`config.mk`:
```
export PLATFORM = sky130hd
export DESIGN_NAME = vram_arbiter
export DESIGN_NICKNAME = d
export VERILOG_FILES = /design/src/rtl/vram_arbiter.sv
export SDC_FILE = /design/constraint.sdc
export NUM_CORES = 1
export LEC_CHECK = 0
export ABC_AREA = 1
export BUFFER_PORTS_ARGS = -buffer_cell sky130_fd_sc_hd__buf_2
export CAP_MARGIN = 20
export CORE_MARGIN = 2
export CORE_UTILIZATION = 40
export CTS_CLUSTER_SIZE = 16
export DETAILED_ROUTE_END_ITERATION = 16
export GPL_TIMING_DRIVEN = 0
export PLACE_DENSITY = 0.68
export REMOVE_ABC_BUFFERS = 1
export SYNTH_ARGS = -nofsm -noshare
export SYNTH_HDL_FRONTEND = slang
export SYNTH_SLANG_ARGS = --single-unit
```
`constraint.sdc`:
```
create_clock -name CLOCK -period 1.7 [get_ports CLOCK]
set_input_delay 0.17 -clock CLOCK [delete_from_list [all_inputs] [get_ports CLOCK]]
set_output_delay 0.17 -clock CLOCK [all_outputs]
set_load 0.005 [all_outputs]
```
`src/rtl/vram_arbiter.sv`:
```
// Single-port VRAM arbiter: video scanout has priority, and the CPU gets a bounded-wait grant.
// One access is issued per cycle, and read data returns to its owner in grant order.
module vram_arbiter #(
    parameter int AW         = 16,
    parameter int DW         = 8,
    parameter int RD_LAT     = 2,
    parameter int STARVE_MAX = 8
) (
    input  logic          CLOCK,
    input  logic          RESET,
    input  logic          vid_req,
    input  logic [AW-1:0] vid_addr,
    output logic          vid_ack,
    output logic [DW-1:0] vid_rdata,
    output logic          vid_rvalid,
    input  logic          cpu_req,
    input  logic          cpu_we,
    input  logic [AW-1:0] cpu_addr,
    input  logic [DW-1:0] cpu_wdata,
    output logic          cpu_ack,
    output logic [DW-1:0] cpu_rdata,
    output logic          cpu_rvalid,
    output logic [AW-1:0] mem_addr,
    output logic          mem_we,
    output logic [DW-1:0] mem_wdata,
    input  logic [DW-1:0] mem_rdata
);

    localparam logic [7:0] STARVE_LIM = 8'(STARVE_MAX);

    logic [7:0]    starve_cnt_q, starve_cnt_d;
    logic [AW-1:0] mem_addr_q, mem_addr_d;
    logic [DW-1:0] mem_wdata_q, mem_wdata_d;
    logic          mem_we_q, mem_we_d;
    logic [RD_LAT:0] vld_pipe_q, vld_pipe_d;
    logic [RD_LAT:0] own_pipe_q, own_pipe_d;   // 1 = CPU owns the read in this slot
    logic [DW-1:0] vid_rdata_q, vid_rdata_d;
    logic [DW-1:0] cpu_rdata_q, cpu_rdata_d;
    logic          vid_rvalid_q, vid_rvalid_d;
    logic          cpu_rvalid_q, cpu_rvalid_d;
    logic          cpu_win;
    logic          rd_issue;

    always_comb begin
        cpu_win = cpu_req && (!vid_req || (starve_cnt_q == STARVE_LIM));
        vid_ack = !RESET && vid_req && !cpu_win;
        cpu_ack = !RESET && cpu_req && cpu_win;

        starve_cnt_d = 8'd0;
        if (cpu_req && !cpu_ack)
            starve_cnt_d = (starve_cnt_q == STARVE_LIM) ? starve_cnt_q : starve_cnt_q + 8'd1;

        // Video carries no write data, so mem_wdata only moves on CPU grants.
        mem_addr_d  = mem_addr_q;
        mem_wdata_d = mem_wdata_q;
        mem_we_d    = 1'b0;
        if (vid_ack) begin
            mem_addr_d = vid_addr;
        end else if (cpu_ack) begin
            mem_addr_d  = cpu_addr;
            mem_wdata_d = cpu_wdata;
            mem_we_d    = cpu_we;
        end

        rd_issue   = vid_ack || (cpu_ack && !cpu_we);
        vld_pipe_d = {vld_pipe_q[RD_LAT-1:0], rd_issue};
        own_pipe_d = {own_pipe_q[RD_LAT-1:0], cpu_ack};

        vid_rvalid_d = vld_pipe_q[RD_LAT] && !own_pipe_q[RD_LAT];
        cpu_rvalid_d = vld_pipe_q[RD_LAT] &&  own_pipe_q[RD_LAT];
        vid_rdata_d  = vid_rvalid_d ? mem_rdata : vid_rdata_q;
        cpu_rdata_d  = cpu_rvalid_d ? mem_rdata : cpu_rdata_q;
    end

    always_ff @(posedge CLOCK) begin
        if (RESET) begin
            starve_cnt_q <= '0;
            mem_addr_q   <= '0;
            mem_wdata_q  <= '0;
            mem_we_q     <= 1'b0;
            vld_pipe_q   <= '0;
            own_pipe_q   <= '0;
            vid_rdata_q  <= '0;
            cpu_rdata_q  <= '0;
            vid_rvalid_q <= 1'b0;
            cpu_rvalid_q <= 1'b0;
        end else begin
            starve_cnt_q <= starve_cnt_d;
            mem_addr_q   <= mem_addr_d;
            mem_wdata_q  <= mem_wdata_d;
            mem_we_q     <= mem_we_d;
            vld_pipe_q   <= vld_pipe_d;
            own_pipe_q   <= own_pipe_d;
            vid_rdata_q  <= vid_rdata_d;
            cpu_rdata_q  <= cpu_rdata_d;
            vid_rvalid_q <= vid_rvalid_d;
            cpu_rvalid_q <= cpu_rvalid_d;
        end
    end

    assign mem_addr   = mem_addr_q;
    assign mem_wdata  = mem_wdata_q;
    assign mem_we     = mem_we_q;
    assign vid_rdata  = vid_rdata_q;
    assign cpu_rdata  = cpu_rdata_q;
    assign vid_rvalid = vid_rvalid_q;
    assign cpu_rvalid = cpu_rvalid_q;

endmodule

```
==> results.md <==
* Max Slew Vio Count at 0
* Top cells by area, synth: dfxtp_1 (47%), nor2_1 (12%), nand2_1 (6.6%)
* Clock Sinks at 57
* CP required at ~1.5 ns
* Period utilization at 0.963
* Clock transition at path regs at 0.06 ns
* DRT Pass-1 Iters at 4
* Lkg Pwr at 1.63 nW
* Worst Slack Setup Final at roughly 0.064 ns
* Share of the synthesized area in the top cell type at 0.468
* Number of port buffers at 97
* DP HPWL at between 3 and 4 mm
* CTS max path bufs at 2
* Worst rel slew slack at 0.252
* Grt ovf at 0
* Number of hold violations in the final report at 0
* Drt initial violations at roughly 70
* CP endpoint kind: primary output
* Synthesized area at around 2400 sq um
* Synth warn at 0
* Flops & latches, synth at 57
* Post-route DRC violation count at 0
* Vias in the first global route at 2107
* CTS buffer count at 9
* CP cell instances: inv_2 -> ha_4 -> nand3_4 -> nor2_4 -> nand2_8 -> nand2_4 -> inv_1 -> buf_2
* Die H at 82.1 microns
* Vias per cell at about 4.6
* Initial core utilization at 0.412
* Max-Cap Viols at 0
* Worst path top cell family by delay: simple AND/OR/NAND/NOR gates
* Final setup violation count at 0
* Post-Synthesis Cells at about 330
* Tot GR Track Use at 0.187
* Row Count at 28
* Worst vdd ir at 0.666 mV
* Power Dens Cells at slightly above 900 nW/um^2
* Post-DP Area at 2960 sq um
* Share of layout cells above drive strength 1 at 0.363
* Arrival @ worst endpoint at 1.47 ns
* Fin nets at slightly below 500
* Die area at 6740 sq um
* Clock Latency Late Sink at 0.33 ns
* Status: finished, final reports clean
* Core Region at 5920 sq um
* Min Tclk post-route at 1.64 ns
* Worst Path Buf+Inv at 3
* Hold-fix buffers, CTS at 0
* Actual slew at the worst max-slew pin at 1.12 ns
* Largest net degree at the start of global routing at 42
* Wirelength, routed at about 6 mm
* Fmax at 611 MHz
* Avg Cell Area, Syn at between 7 and 8 sq um
* Antenna violations before repair at 0
* Levels on crit path at 8
* Die width at 82.1 microns
* Sequential area share after synthesis at 0.468
* TritonCTS clock tree: yes
* Hold Crit Depth at 3
* Critical-path maximum fanout at 5
* Post-route ant nets at 0
* Placer Congestion at 0.773
* First-pass GRT wire length at 9.54 mm
* Post-Route Skew at ~0.0045 ns
* Critical path class: flop to primary output
* CTS HTree Levels at 3
* Ports at between 90 and 100
* Critical path startpoint category: flop
* R2R depth at 9
* Final instance area at 3280 sq um
* Area leader, netlist: dfxtp_1
* Root Driver: clkbuf_8
* Crit-path slowest cell: dfxtp_4
* Drt wl/cell at 11.9 microns
* Layout area overhead at 34.5%
* Placement Setup Slack at -0.365 ns
* RSZ-0062 raised after global routing: true
* Distinct cells, synth at 27
* Tightest Hold Check Type: primary input to flop
* Delay of the slowest critical-path stage at roughly 0.36 ns
* Ant diodes at 0
* Vias at 2345
area by class of cell:
class	instances	area [sq um]
clock inverter	6	57.6
tap	75	93.8
timing repair buffer	103	557
fill	574	2640
inverter	38	153
sequential	57	1150
multi-input combinational	219	1130
clock buffer	10	138
path summary, 6_finish.rpt:
check | start | endpoint | slack [ns]
hold reg to reg | own_pipe_q[0]$_SDFF_PP0_ | own_pipe_q[1]$_SDFF_PP0_ | 0.40
setup reg to reg | starve_cnt_q[0]$_SDFFE_PP0N_ | mem_addr[15]$_SDFFE_PP0P_ | 0.10
setup / recovery | starve_cnt_q[0]$_SDFFE_PP0N_ | vid_ack | 0.06
hold / removal | cpu_wdata[4] | mem_wdata[4]$_SDFFE_PP0P_ | 0.03
worst register-to-register path, stage by stage (launching register included):
cell and delay (ns):
dfxtp_4 0.36, inv_2 0.06, ha_4 0.13, nand3_4 0.06, nor2_4 0.23, buf_4 0.19
nand2_4 0.19, a21oi_2 0.18, nor2_1 0.06, nor2_1 0.08
sequential cells by signal (all words and copies together), names as in the netlist:
| name | count |
|---|---|
| cpu_rdata | 8 |
| cpu_rvalid | 1 |
| mem_addr | 16 |
| mem_wdata | 8 |
| mem_we | 1 |
| own_pipe_q | 3 |
| starve_cnt_q | 8 |
| vid_rdata | 8 |
| vid_rvalid | 1 |
| vld_pipe_q | 3 |
synthesized netlist by cell type:
| cell type | count |
|---|---|
| o21bai_1 | 1 |
| buf_2 | 5 |
| a21oi_2 | 16 |
| xnor2_1 | 1 |
| o21ai_0 | 32 |
| buf_4 | 4 |
| o21ai_2 | 2 |
| clkbuf_1 | 4 |
| nand2_1 | 43 |
| nor2_4 | 1 |
| clkinv_1 | 2 |
| nor3b_1 | 2 |
| nand4_1 | 3 |
| dfxtp_1 | 57 |
| nor3_2 | 1 |
| nor2_2 | 1 |
| ha_1 | 2 |
| nand2_4 | 1 |
| inv_2 | 1 |
| a21oi_1 | 3 |
| nor2_1 | 78 |
| nand3_2 | 2 |
| o21ai_1 | 1 |
| nand3_1 | 26 |
| buf_6 | 2 |
| inv_1 | 35 |
| a31oi_1 | 1 |
per-layer routing:
layer / vias to the layer above / global-route usage / routed length, microns
li1: 1244 / - / -
met1: 1029 / 0.244 / 2910
met2: 70 / 0.281 / 2670
met3: 2 / 0.0769 / 418
met4: 0 / 0.0567 / 37
met5: - / 0 / 0
placed cells by master, fill, tap and decap left out, types with 3 or more instances in the layout:
| cell | count |
|---|---|
| nand3_1 | 26 |
| dfxtp_2 | 4 |
| nand2_1 | 42 |
| clkbuf_8 | 10 |
| o21ai_0 | 32 |
| a21oi_1 | 3 |
| buf_2 | 96 |
| buf_4 | 5 |
| a21oi_2 | 16 |
| nor2_1 | 78 |
| nand4_1 | 3 |
| dfxtp_1 | 51 |
| inv_1 | 33 |
| clkinv_2 | 4 |
report_power, final:
part / switching (mW) / internal [mW]
clock: 0.544 / 0.705
combinational: 0.185 / 0.160
sequential: 0.0266 / 1.39
total: 0.756 / 2.26
metrics by stage:
stage          power (mW)  utilization  hold WS [ns]  setup TNS [ns]  std cells
2_1_floorplan        1.61            -         0.241               0        312
3_3_place_gp         1.76        0.494         0.364           -9.37        484
3_5_place_dp         1.78        0.500         0.370           -3.90        485
4_1_cts              3.05        0.548        0.0141               0        505
5_1_grt              3.18        0.554        0.0172         -0.0135        508
6_report             3.02        0.554        0.0285               0        508
logic make-up (layout without fill, tap and decap cells):
group,count (synthesis),after routing,share of synthesized area
simple gates,158,160,0.278
xor+xnor,1,1,0.00359
buf+inv,53,157,0.0965
fa+ha+maj,2,2,0.0103
compound gates,56,56,0.144
flops,57,57,0.468
repair_timing:
| item | 4_1_cts | 5_1_grt |
|---|---|---|
| hold endpoints to repair | 0 | 0 |
| buffers inserted | 3 | 2 |
| setup endpoints to repair | 10 | 7 |
| resized for setup | 14 | 9 |
| pin swaps | 5 | 3 |
| gates cloned | 1 | 1 |
Power figures use the tool's default switching activity.
